<file path="src/rtl/ila_trace_pkg.sv">
// Shared layout of a hart commit trace record and the widths used by the trace arbiter.
package ila_trace_pkg;

  localparam int WDATA_LSB = 0;
  localparam int WDATA_W   = 64;
  localparam int WADDR_LSB = WDATA_LSB + WDATA_W;
  localparam int WADDR_W   = 5;
  localparam int WEN_BIT   = WADDR_LSB + WADDR_W;
  localparam int INSTR_LSB = WEN_BIT + 1;
  localparam int INSTR_W   = 32;
  localparam int PC_LSB    = INSTR_LSB + INSTR_W;
  localparam int PC_W      = 40;
  localparam int REC_W     = PC_LSB + PC_W;

  localparam int TIME_W  = 32;
  localparam int DROP_W  = 16;
  localparam int ENTRY_W = REC_W + TIME_W;

  localparam logic [DROP_W-1:0] DROP_MAX = '1;

  typedef struct packed {
    logic [PC_W-1:0]    pc;
    logic [INSTR_W-1:0] instr;
    logic               rd_wen;
    logic [WADDR_W-1:0] rd_waddr;
    logic [WDATA_W-1:0] rd_wdata;
  } rec_t;

endpackage

</file>
<file path="src/rtl/trace_fifo.sv">
// Per-hart trace queue: power-of-two depth, wrap-bit pointers, head entry
// presented straight from the array addressed by the registered read pointer.
module trace_fifo #(
  parameter int DEPTH = 4,
  parameter int WIDTH = 174
) (
  input  logic             clk,
  input  logic             rst_n,
  input  logic             push,
  input  logic [WIDTH-1:0] wdata,
  input  logic             pop,
  output logic [WIDTH-1:0] rdata,
  output logic             full,
  output logic             empty
);
  localparam int AW = $clog2(DEPTH);

  logic [WIDTH-1:0] mem_q [DEPTH];
  logic [AW:0]      wr_ptr_q;
  logic [AW:0]      rd_ptr_q;

  always_ff @(posedge clk or negedge rst_n) begin
    if (!rst_n) begin
      wr_ptr_q <= '0;
      rd_ptr_q <= '0;
    end else begin
      if (push) wr_ptr_q <= wr_ptr_q + (AW+1)'(1);
      if (pop)  rd_ptr_q <= rd_ptr_q + (AW+1)'(1);
    end
  end

  always_ff @(posedge clk) begin
    if (push) mem_q[wr_ptr_q[AW-1:0]] <= wdata;
  end

  assign rdata = mem_q[rd_ptr_q[AW-1:0]];
  assign empty = (wr_ptr_q == rd_ptr_q);
  assign full  = (wr_ptr_q[AW-1:0] == rd_ptr_q[AW-1:0]) && (wr_ptr_q[AW] != rd_ptr_q[AW]);

endmodule

</file>
<file path="src/rtl/ila_trace_arbiter.sv">
// Merges per-hart commit trace streams into one timestamped beat stream with
// round-robin selection, per-hart queues and saturating drop accounting.
module ila_trace_arbiter
  import ila_trace_pkg::*;
#(
  parameter int NHARTS = 2,
  parameter int DEPTH  = 4,
  parameter int HID_W  = 3
) (
  input  logic                     uncoreclk,
  input  logic                     uncorerst_n,
  input  logic [NHARTS-1:0]        in_valid,
  input  logic [NHARTS*REC_W-1:0]  in_rec,
  input  logic [NHARTS-1:0]        hart_en,
  input  logic                     drop_clr,
  output logic                     out_valid,
  input  logic                     out_ready,
  output logic [HID_W-1:0]         out_hartid,
  output logic [TIME_W-1:0]        out_time,
  output logic [REC_W-1:0]         out_rec,
  output logic [NHARTS*DROP_W-1:0] drop_cnt,
  output logic [NHARTS-1:0]        overflow
);

  logic [TIME_W-1:0]  time_q;
  logic               out_valid_q;
  logic [HID_W-1:0]   out_hartid_q;
  logic [TIME_W-1:0]  out_time_q;
  logic [REC_W-1:0]   out_rec_q;
  logic [HID_W-1:0]   last_q;
  logic [HID_W-1:0]   grant_d;
  logic               found;
  logic               load;
  logic [ENTRY_W-1:0] sel_entry;
  logic [NHARTS-1:0]  fifo_full;
  logic [NHARTS-1:0]  fifo_empty;
  logic [NHARTS-1:0]  push;
  logic [NHARTS-1:0]  pop;
  logic [NHARTS-1:0]  drop;
  logic [ENTRY_W-1:0] fifo_rdata [NHARTS];

  // Search starts one past the last grant so every non-empty hart gets a turn.
  always_comb begin
    grant_d = last_q;
    found   = 1'b0;
    for (int k = 1; k <= NHARTS; k++) begin
      for (int i = 0; i < NHARTS; i++) begin
        if (!found && !fifo_empty[i] && i == (int'(last_q) + k) % NHARTS) begin
          found   = 1'b1;
          grant_d = HID_W'(i);
        end
      end
    end
    load      = found && (!out_valid_q || out_ready);
    pop       = '0;
    sel_entry = '0;
    for (int i = 0; i < NHARTS; i++) begin
      if (load && grant_d == HID_W'(i)) begin
        pop[i]    = 1'b1;
        sel_entry = fifo_rdata[i];
      end
    end
  end

  always_ff @(posedge uncoreclk or negedge uncorerst_n) begin
    if (!uncorerst_n) begin
      time_q       <= '0;
      out_valid_q  <= 1'b0;
      out_hartid_q <= '0;
      out_time_q   <= '0;
      out_rec_q    <= '0;
      last_q       <= HID_W'(NHARTS - 1);
    end else begin
      time_q <= time_q + TIME_W'(1);
      if (load) begin
        out_valid_q  <= 1'b1;
        out_hartid_q <= grant_d;
        out_rec_q    <= sel_entry[ENTRY_W-1 -: REC_W];
        out_time_q   <= sel_entry[TIME_W-1:0];
        last_q       <= grant_d;
      end else if (out_ready) begin
        out_valid_q <= 1'b0;
      end
    end
  end

  assign out_valid  = out_valid_q;
  assign out_hartid = out_hartid_q;
  assign out_time   = out_time_q;
  assign out_rec    = out_rec_q;

  for (genvar gi = 0; gi < NHARTS; gi++) begin : g_hart
    logic [DROP_W-1:0] drop_cnt_q;
    logic              overflow_q;

    // A full queue still accepts when its head leaves in the same cycle.
    assign push[gi] = in_valid[gi] & hart_en[gi] & (~fifo_full[gi] | pop[gi]);
    assign drop[gi] = in_valid[gi] & hart_en[gi] & fifo_full[gi] & ~pop[gi];

    trace_fifo #(
      .DEPTH (DEPTH),
      .WIDTH (ENTRY_W)
    ) u_fifo (
      .clk   (uncoreclk),
      .rst_n (uncorerst_n),
      .push  (push[gi]),
      .wdata ({in_rec[gi*REC_W +: REC_W], time_q}),
      .pop   (pop[gi]),
      .rdata (fifo_rdata[gi]),
      .full  (fifo_full[gi]),
      .empty (fifo_empty[gi])
    );

    always_ff @(posedge uncoreclk or negedge uncorerst_n) begin
      if (!uncorerst_n) begin
        drop_cnt_q <= '0;
        overflow_q <= 1'b0;
      end else if (drop_clr) begin
        drop_cnt_q <= '0;
        overflow_q <= 1'b0;
      end else if (drop[gi]) begin
        if (drop_cnt_q != DROP_MAX) drop_cnt_q <= drop_cnt_q + DROP_W'(1);
        overflow_q <= 1'b1;
      end
    end

    assign drop_cnt[gi*DROP_W +: DROP_W] = drop_cnt_q;
    assign overflow[gi]                  = overflow_q;
  end

endmodule

</file>
<file path="config.mk">
export PLATFORM = sky130hd
export DESIGN_NAME = ila_trace_arbiter
export DESIGN_NICKNAME = d
export VERILOG_FILES = /design/src/rtl/ila_trace_pkg.sv /design/src/rtl/trace_fifo.sv /design/src/rtl/ila_trace_arbiter.sv
export SDC_FILE = /design/constraint.sdc
export NUM_CORES = 1
export LEC_CHECK = 0
export BUFFER_PORTS_ARGS = -buffer_cell sky130_fd_sc_hd__buf_2
export CORE_ASPECT_RATIO = 1.5
export CORE_UTILIZATION = 55
export DETAILED_ROUTE_END_ITERATION = 10
export HOLD_SLACK_MARGIN = 0.02
export PLACE_DENSITY = 0.72
export SETUP_SLACK_MARGIN = 0.4
export SLEW_MARGIN = 20
export SYNTH_ARGS = -nofsm -noshare
export SYNTH_HDL_FRONTEND = slang
export SYNTH_SLANG_ARGS = --single-unit
</file>
<file path="constraint.sdc">
create_clock -name uncoreclk -period 7.55 [get_ports uncoreclk]
set_input_delay 0.755 -clock uncoreclk [delete_from_list [all_inputs] [get_ports uncoreclk]]
set_output_delay 0.755 -clock uncoreclk [all_outputs]
set_load 0.01 [all_outputs]
</file>
==> impl_metrics.env, run 1 <==
export IMPL_postLayoutCellArea_um2=70720
export IMPL_synth_seq_cells=1649
export IMPL_final_cell_mix="edfxtp_1, buf_2, nand2_1"
export IMPL_yosys_warnings=0
export IMPL_hpwl_mm=80.98
export IMPL_cp_cell_sequence="xor2_1 -> o31a_2 -> o21ai_2 -> and3_4 -> buf_4"
export IMPL_path_clk_slew_ns=0.06
export IMPL_maxSlewViolCount=0
export IMPL_post_route_util=0.6354
export IMPL_critPathMaxStageDelay_ns=1.03
export IMPL_grt_overflow=0
export IMPL_seqCellArea_um2=48250
export IMPL_max_slew_margin_rel=0.2894
export IMPL_finalNetCount=3842
export IMPL_htree_num_levels=4
export IMPL_fin_cells=5142
export IMPL_via_per_inst=6.002
export IMPL_gp_congestion=0.8075
export IMPL_cts_repair_resized=0
export IMPL_grt_pass1_vias=31990
export IMPL_leakage_nw=24.71
export IMPL_finalCritPeriodShare=0.5575
export IMPL_skew_ns=0.03828
export IMPL_wirelength_mm=140.4
export IMPL_critPathArrivalTime_ns=4.60
export IMPL_die_x_um=275.2
export IMPL_synth_edf_count=1392
export IMPL_power_density_nw_per_um2=376.8
export IMPL_worst_slack_ns=3.341
export IMPL_grt_use_total=0.2527
export IMPL_tightest_slew_ns=1.066
export IMPL_post_cts_buffers=0
export IMPL_dpl_cell_area_um2=65730
export IMPL_fmax_mhz=237.6
export IMPL_max_cap_violations=0
export IMPL_hold_viol=0
export IMPL_path_delay_family="compound AO/OA/AOI/OAI gates"
export IMPL_yosysUniqueCellTypes=51
export IMPL_crit_path_end_kind="flip-flop"
export IMPL_finalSetupViolations=0
export IMPL_cp_start_kind="flip-flop"
export IMPL_syn_inst=2998
export IMPL_rows=150
export IMPL_synthFlopType="edfxtp_1"
export IMPL_first_iter_violations=2440
export IMPL_irDropWorstVdd_uv=394.2
export IMPL_die_h_um=411.8
export IMPL_grt_start_max_net_pins=133
export IMPL_rsz0062_at_grt="no"
export IMPL_synth_nets=3303
export IMPL_drc=0
export IMPL_num_vias=30860
export IMPL_status="completed"
export IMPL_core_um2=111300
export IMPL_cts_path_max_buffers=3
export IMPL_cts_made_buffers=148
export IMPL_path_max_fanout=55
export IMPL_dp_cells=4830
export IMPL_wire_per_inst_um=27.31
export IMPL_antenna_found_initial=66
export IMPL_crit_required_ns=7.94
export IMPL_clkSinkCount=1649
export IMPL_cts_tree="built"
export IMPL_yosysSeqAreaShare=0.7832
export IMPL_io_buffers=503
export IMPL_io_pins=504
export IMPL_syn2layout_area_growth_pct=14.83
export IMPL_initial_core_util=0.5534
export IMPL_ctsHoldBuffers=1
export IMPL_path_buf_inv=1
export IMPL_dp_slack_ns=3.237
export IMPL_tns_ns=0
export IMPL_grt_pass1_wl_mm=206.1
export IMPL_synth_async_reset_ratio=0.1559
export IMPL_cp_slowest_cell="and3_4"
export IMPL_cts_root_buf="clkbuf_16"
export IMPL_ant_nets=0
export IMPL_netlist_area_um2=61590
export IMPL_min_period_ns=4.209
export IMPL_multi_input_comb_area_um2=12640
export IMPL_worstSetupPathType="flip-flop to flip-flop"
export IMPL_clk_latency_ns=0.79
export IMPL_drive_gt1_frac=0.3161
export IMPL_hold_class="input pin to flip-flop"
export IMPL_drt_pre_antenna_iters=5
export IMPL_fillers=7495
export IMPL_layout_cells_most_common="edfxtp_1"
export IMPL_syn_area_per_cell_um2=20.54
export IMPL_fp_dieArea_um2=113300
==> layer usage <==
metal	wire (µm)	track usage	vias up
met3	10570	0.06283	267
li1	-	-	13220
met4	3971	0.09106	38
met5	246	0	-
met2	73720	0.4309	1158
met1	51920	0.3132	16180
==> cell usage after synthesis, types with 13 or more instances <==
| cell type | instances | share of area |
|---|---|---|
| buf_2 | 78 | 0.0063 |
| mux4_2 | 348 | 0.13 |
| clkbuf_1 | 67 | 0.0041 |
| xor2_1 | 16 | 0.0023 |
| dfrtp_1 | 256 | 0.10 |
| nand3_1 | 27 | 0.0022 |
| nand2_1 | 372 | 0.023 |
| ha_1 | 13 | 0.0026 |
| xnor2_1 | 30 | 0.0043 |
| and3_1 | 18 | 0.0018 |
| nand4_1 | 14 | 0.0014 |
| inv_1 | 15 | 0.00091 |
| a22oi_1 | 174 | 0.021 |
| or3_1 | 15 | 0.0015 |
| nor2_1 | 27 | 0.0016 |
| a21oi_1 | 21 | 0.0017 |
| edfxtp_1 | 1392 | 0.68 |
==> cells by family (layout without fill, tap and decap cells) <==
family / count (synthesis) / count (layout) / share of synthesized area
multiplexers: 362 / 362 / 0.1298
AND/OR/NAND/NOR: 527 / 527 / 0.03759
other: 0 / 38 / 0
adder cells (fa/ha/maj): 13 / 13 / 0.002641
flip-flops: 1649 / 1649 / 0.7832
AO/OA/AOI/OAI: 231 / 231 / 0.02761
XOR/XNOR: 46 / 46 / 0.006542
buffers and inverters: 170 / 832 / 0.01262
==> area by class of cell <==
cell class	instances	area share
antenna	38	0.001345
clock buffer	207	0.05970
clock inverter	66	0.009218
inverter	15	0.0007962
multi-input combinational	1179	0.1787
sequential	1649	0.6823
tap	1444	0.02555
timing repair buffer	544	0.04243
==> sequential cells by signal (all words and copies together) (netlist names) <==
name,flops
out_valid,1
g_hart.u_fifo.wr_ptr_q,6
out_rec,142
out_time,32
out_hartid,3
time_q,32
g_hart.u_fifo.mem_q,1392
last_q,1
g_hart.u_fifo.rd_ptr_q,6
g_hart.overflow_q,2
g_hart.drop_cnt_q,32
==> where the power goes <==
part | leakage, nW | internal [W] | total (W) | switching (W)
Combinational | 6.66 | 0.00298 | 0.00709 | 0.00411
Sequential | 15.7 | 0.0114 | 0.0121 | 0.000662
Clock | 2.38 | 0.00424 | 0.00749 | 0.00325
==> path summary, 6_finish.rpt <==
path,startpoint,slack (ns),endpoint,cells after the start
worst max-delay path,g_hart[0].u_fifo.rd_ptr_q[1],3.34,g_hart[1].u_fifo.mem_q[3][144],5
worst min register to register,out_rec[4],0.46,out_rec[4],2
min in group asynchronous,uncorerst_n,0.59,out_rec[6],2
worst min-delay path,in_rec[238],0.18,g_hart[1].u_fifo.mem_q[1][128],1
worst max register to register,g_hart[0].u_fifo.rd_ptr_q[1],3.34,g_hart[1].u_fifo.mem_q[3][144],5
max in group asynchronous,uncorerst_n,5.50,g_hart[0].u_fifo.rd_ptr_q[0],3
==> stage by stage <==
stage               power (W)  hold slack [ns]
finish                0.02665           0.1774
global route          0.02780           0.1255
CTS                   0.02695           0.1088
detailed placement    0.01946           0.4507
global placement      0.01930           0.4442
floorplan             0.01702           0.4548
No activity file was read; power rests on OpenSTA's default activity.
==> run 2: changes to the inputs <==
Clock period 7.55 ns to 4.15 ns, I/O delays scaled along.
==> impl_metrics.env, run 2 (synthesized netlist as in run 1, its figures left out) <==
export IMPL_initial_core_util=0.5534
export IMPL_cts_root_buf="clkbuf_16"
export IMPL_reg2reg_slack_ns=1.22
export IMPL_die_x_um=275.2
export IMPL_num_vias=32660
export IMPL_grt_pass1_vias=33820
export IMPL_ant_nets=0
export IMPL_cts_repair_resized=0
export IMPL_critPathArrivalTime_ns=3.65
export IMPL_hpwl_mm=86.27
export IMPL_grt_pass1_wl_mm=214.3
export IMPL_cts_made_buffers=149
export IMPL_multi_input_comb_area_um2=12630
export IMPL_fillers=7113
export IMPL_layout_cells_most_common="edfxtp_1"
export IMPL_path_max_fanout=27
export IMPL_syn2layout_area_growth_pct=20.33
export IMPL_post_cts_buffers=0
export IMPL_min_period_ns=2.934
export IMPL_status="completed"
export IMPL_worst_slack_ns=1.216
export IMPL_dpl_cell_area_um2=66250
export IMPL_hold_viol=0
export IMPL_final_cell_mix="edfxtp_1, buf_2, nand2_1"
export IMPL_first_iter_violations=2606
export IMPL_rows=150
export IMPL_clk_latency_ns=0.79
export IMPL_htree_num_levels=4
export IMPL_irDropWorstVdd_uv=804.7
export IMPL_via_per_inst=6.011
export IMPL_leakage_nw=26.15
export IMPL_p_total_w=0.04954
export IMPL_cts_path_max_buffers=3
export IMPL_largest_reg_flops=1392
export IMPL_gp_congestion=0.7975
export IMPL_drt_pre_antenna_iters=5
export IMPL_clkSinkCount=1649
export IMPL_postLayoutCellArea_um2=74100
export IMPL_cts_tree="built"
export IMPL_io_pins=504
export IMPL_drive_gt1_frac=0.2969
export IMPL_wirelength_mm=147.3
export IMPL_skew_ns=0.03371
export IMPL_p_sw_w=0.01518
export IMPL_tns_ns=0
export IMPL_p_int_w=0.03436
export IMPL_swShare=0.3064
export IMPL_antenna_found_initial=27
export IMPL_maxSlewViolCount=0
export IMPL_wire_per_inst_um=27.10
export IMPL_finalSetupViolations=0
export IMPL_fp_dieArea_um2=113300
export IMPL_p_seq_frac=0.441
export IMPL_tightest_slew_ns=1.077
export IMPL_grt_use_total=0.2629
export IMPL_fmax_mhz=340.8
export IMPL_hold_class="input pin to flip-flop"
export IMPL_grt_overflow=0
export IMPL_worstSetupPathType="flip-flop to flip-flop"
export IMPL_grt_start_max_net_pins=104
export IMPL_power_density_nw_per_um2=668.5
export IMPL_finalCritPeriodShare=0.7071
export IMPL_path_clk_slew_ns=0.07
export IMPL_rsz0062_at_grt="no"
export IMPL_die_h_um=411.8
export IMPL_pwr_share_comb=0.278
export IMPL_core_um2=111300
export IMPL_cp_start_kind="flip-flop"
export IMPL_crit_required_ns=4.86
export IMPL_dp_slack_ns=1.193
export IMPL_finalNetCount=4149
export IMPL_drc=0
export IMPL_crit_path_end_kind="flip-flop"
export IMPL_io_buffers=503
export IMPL_clockPowerShare=0.281
export IMPL_max_slew_margin_rel=0.2799
export IMPL_max_cap_violations=0
export IMPL_seqCellArea_um2=48250
-- run 2: power groups by stage --
stage	clock (W)	sequential (W)	combinational [W]
2_1_floorplan	0	0.0223	0.00851
3_3_place_gp	0	0.0220	0.0135
3_5_place_dp	0	0.0222	0.0137
4_1_cts	0.0141	0.0218	0.0140
5_1_grt	0.0147	0.0220	0.0148
6_report	0.0139	0.0218	0.0138
-- run 2: final cells by class --
class                           count  area share
Clock buffer                      190     0.05418
Antenna cell                       18   0.0006078
Multi-Input combinational cell   1179      0.1704
Clock inverter                     88     0.01275
Sequential cell                  1649      0.6511
Tap cell                         1444     0.02438
Inverter                           15   0.0007598
Timing Repair Buffer              850     0.08581
-- run 2: worst paths after layout --
check,from,end,cells past startpoint
min reg2reg,out_rec[31],out_rec[31],2
min in group asynchronous,uncorerst_n,g_hart[0].drop_cnt_q[1],2
min,hart_en[0],g_hart[0].overflow_q,4
max reg2reg,g_hart[1].u_fifo.rd_ptr_q[1],out_rec[21],6
max in group asynchronous,uncorerst_n,out_rec[96],3
max,g_hart[1].u_fifo.rd_ptr_q[1],out_rec[21],6
-- run 2: what timing repair did --
action,CTS,global route
hold buffers,285,0
endpoints found under the setup margin,0,0
hold endpoints to repair,1204,0
-- run 2: layer usage --
layer  track usage  share of wire
met5             0        0.00086
met4        0.1018          0.033
met3       0.05234          0.072
met2        0.4480           0.52
met1        0.3325           0.38
-- run 2: stage by stage --
| step | hold WS (ns) | utilization | instances |
|---|---|---|---|
| floorplan | 0.1194 | - | 2998 |
| global placement | 0.4434 | 0.5952 | 4852 |
| detailed placement | 0.4391 | 0.5952 | 4852 |
| CTS | 0.06614 | 0.6654 | 5415 |
| global route | 0.1568 | 0.6658 | 5432 |
| finish | 0.1229 | 0.6658 | 5433 |
-- run 2: worst max-delay path, cell delays in order (launching register included) --
cell and delay [ns]:
dfrtp_4 0.67, xnor2_1 0.39, nand3_1 0.21, o21bai_4 0.88, buf_4 0.48, nand2_1 0.12, nand2_1 0.07
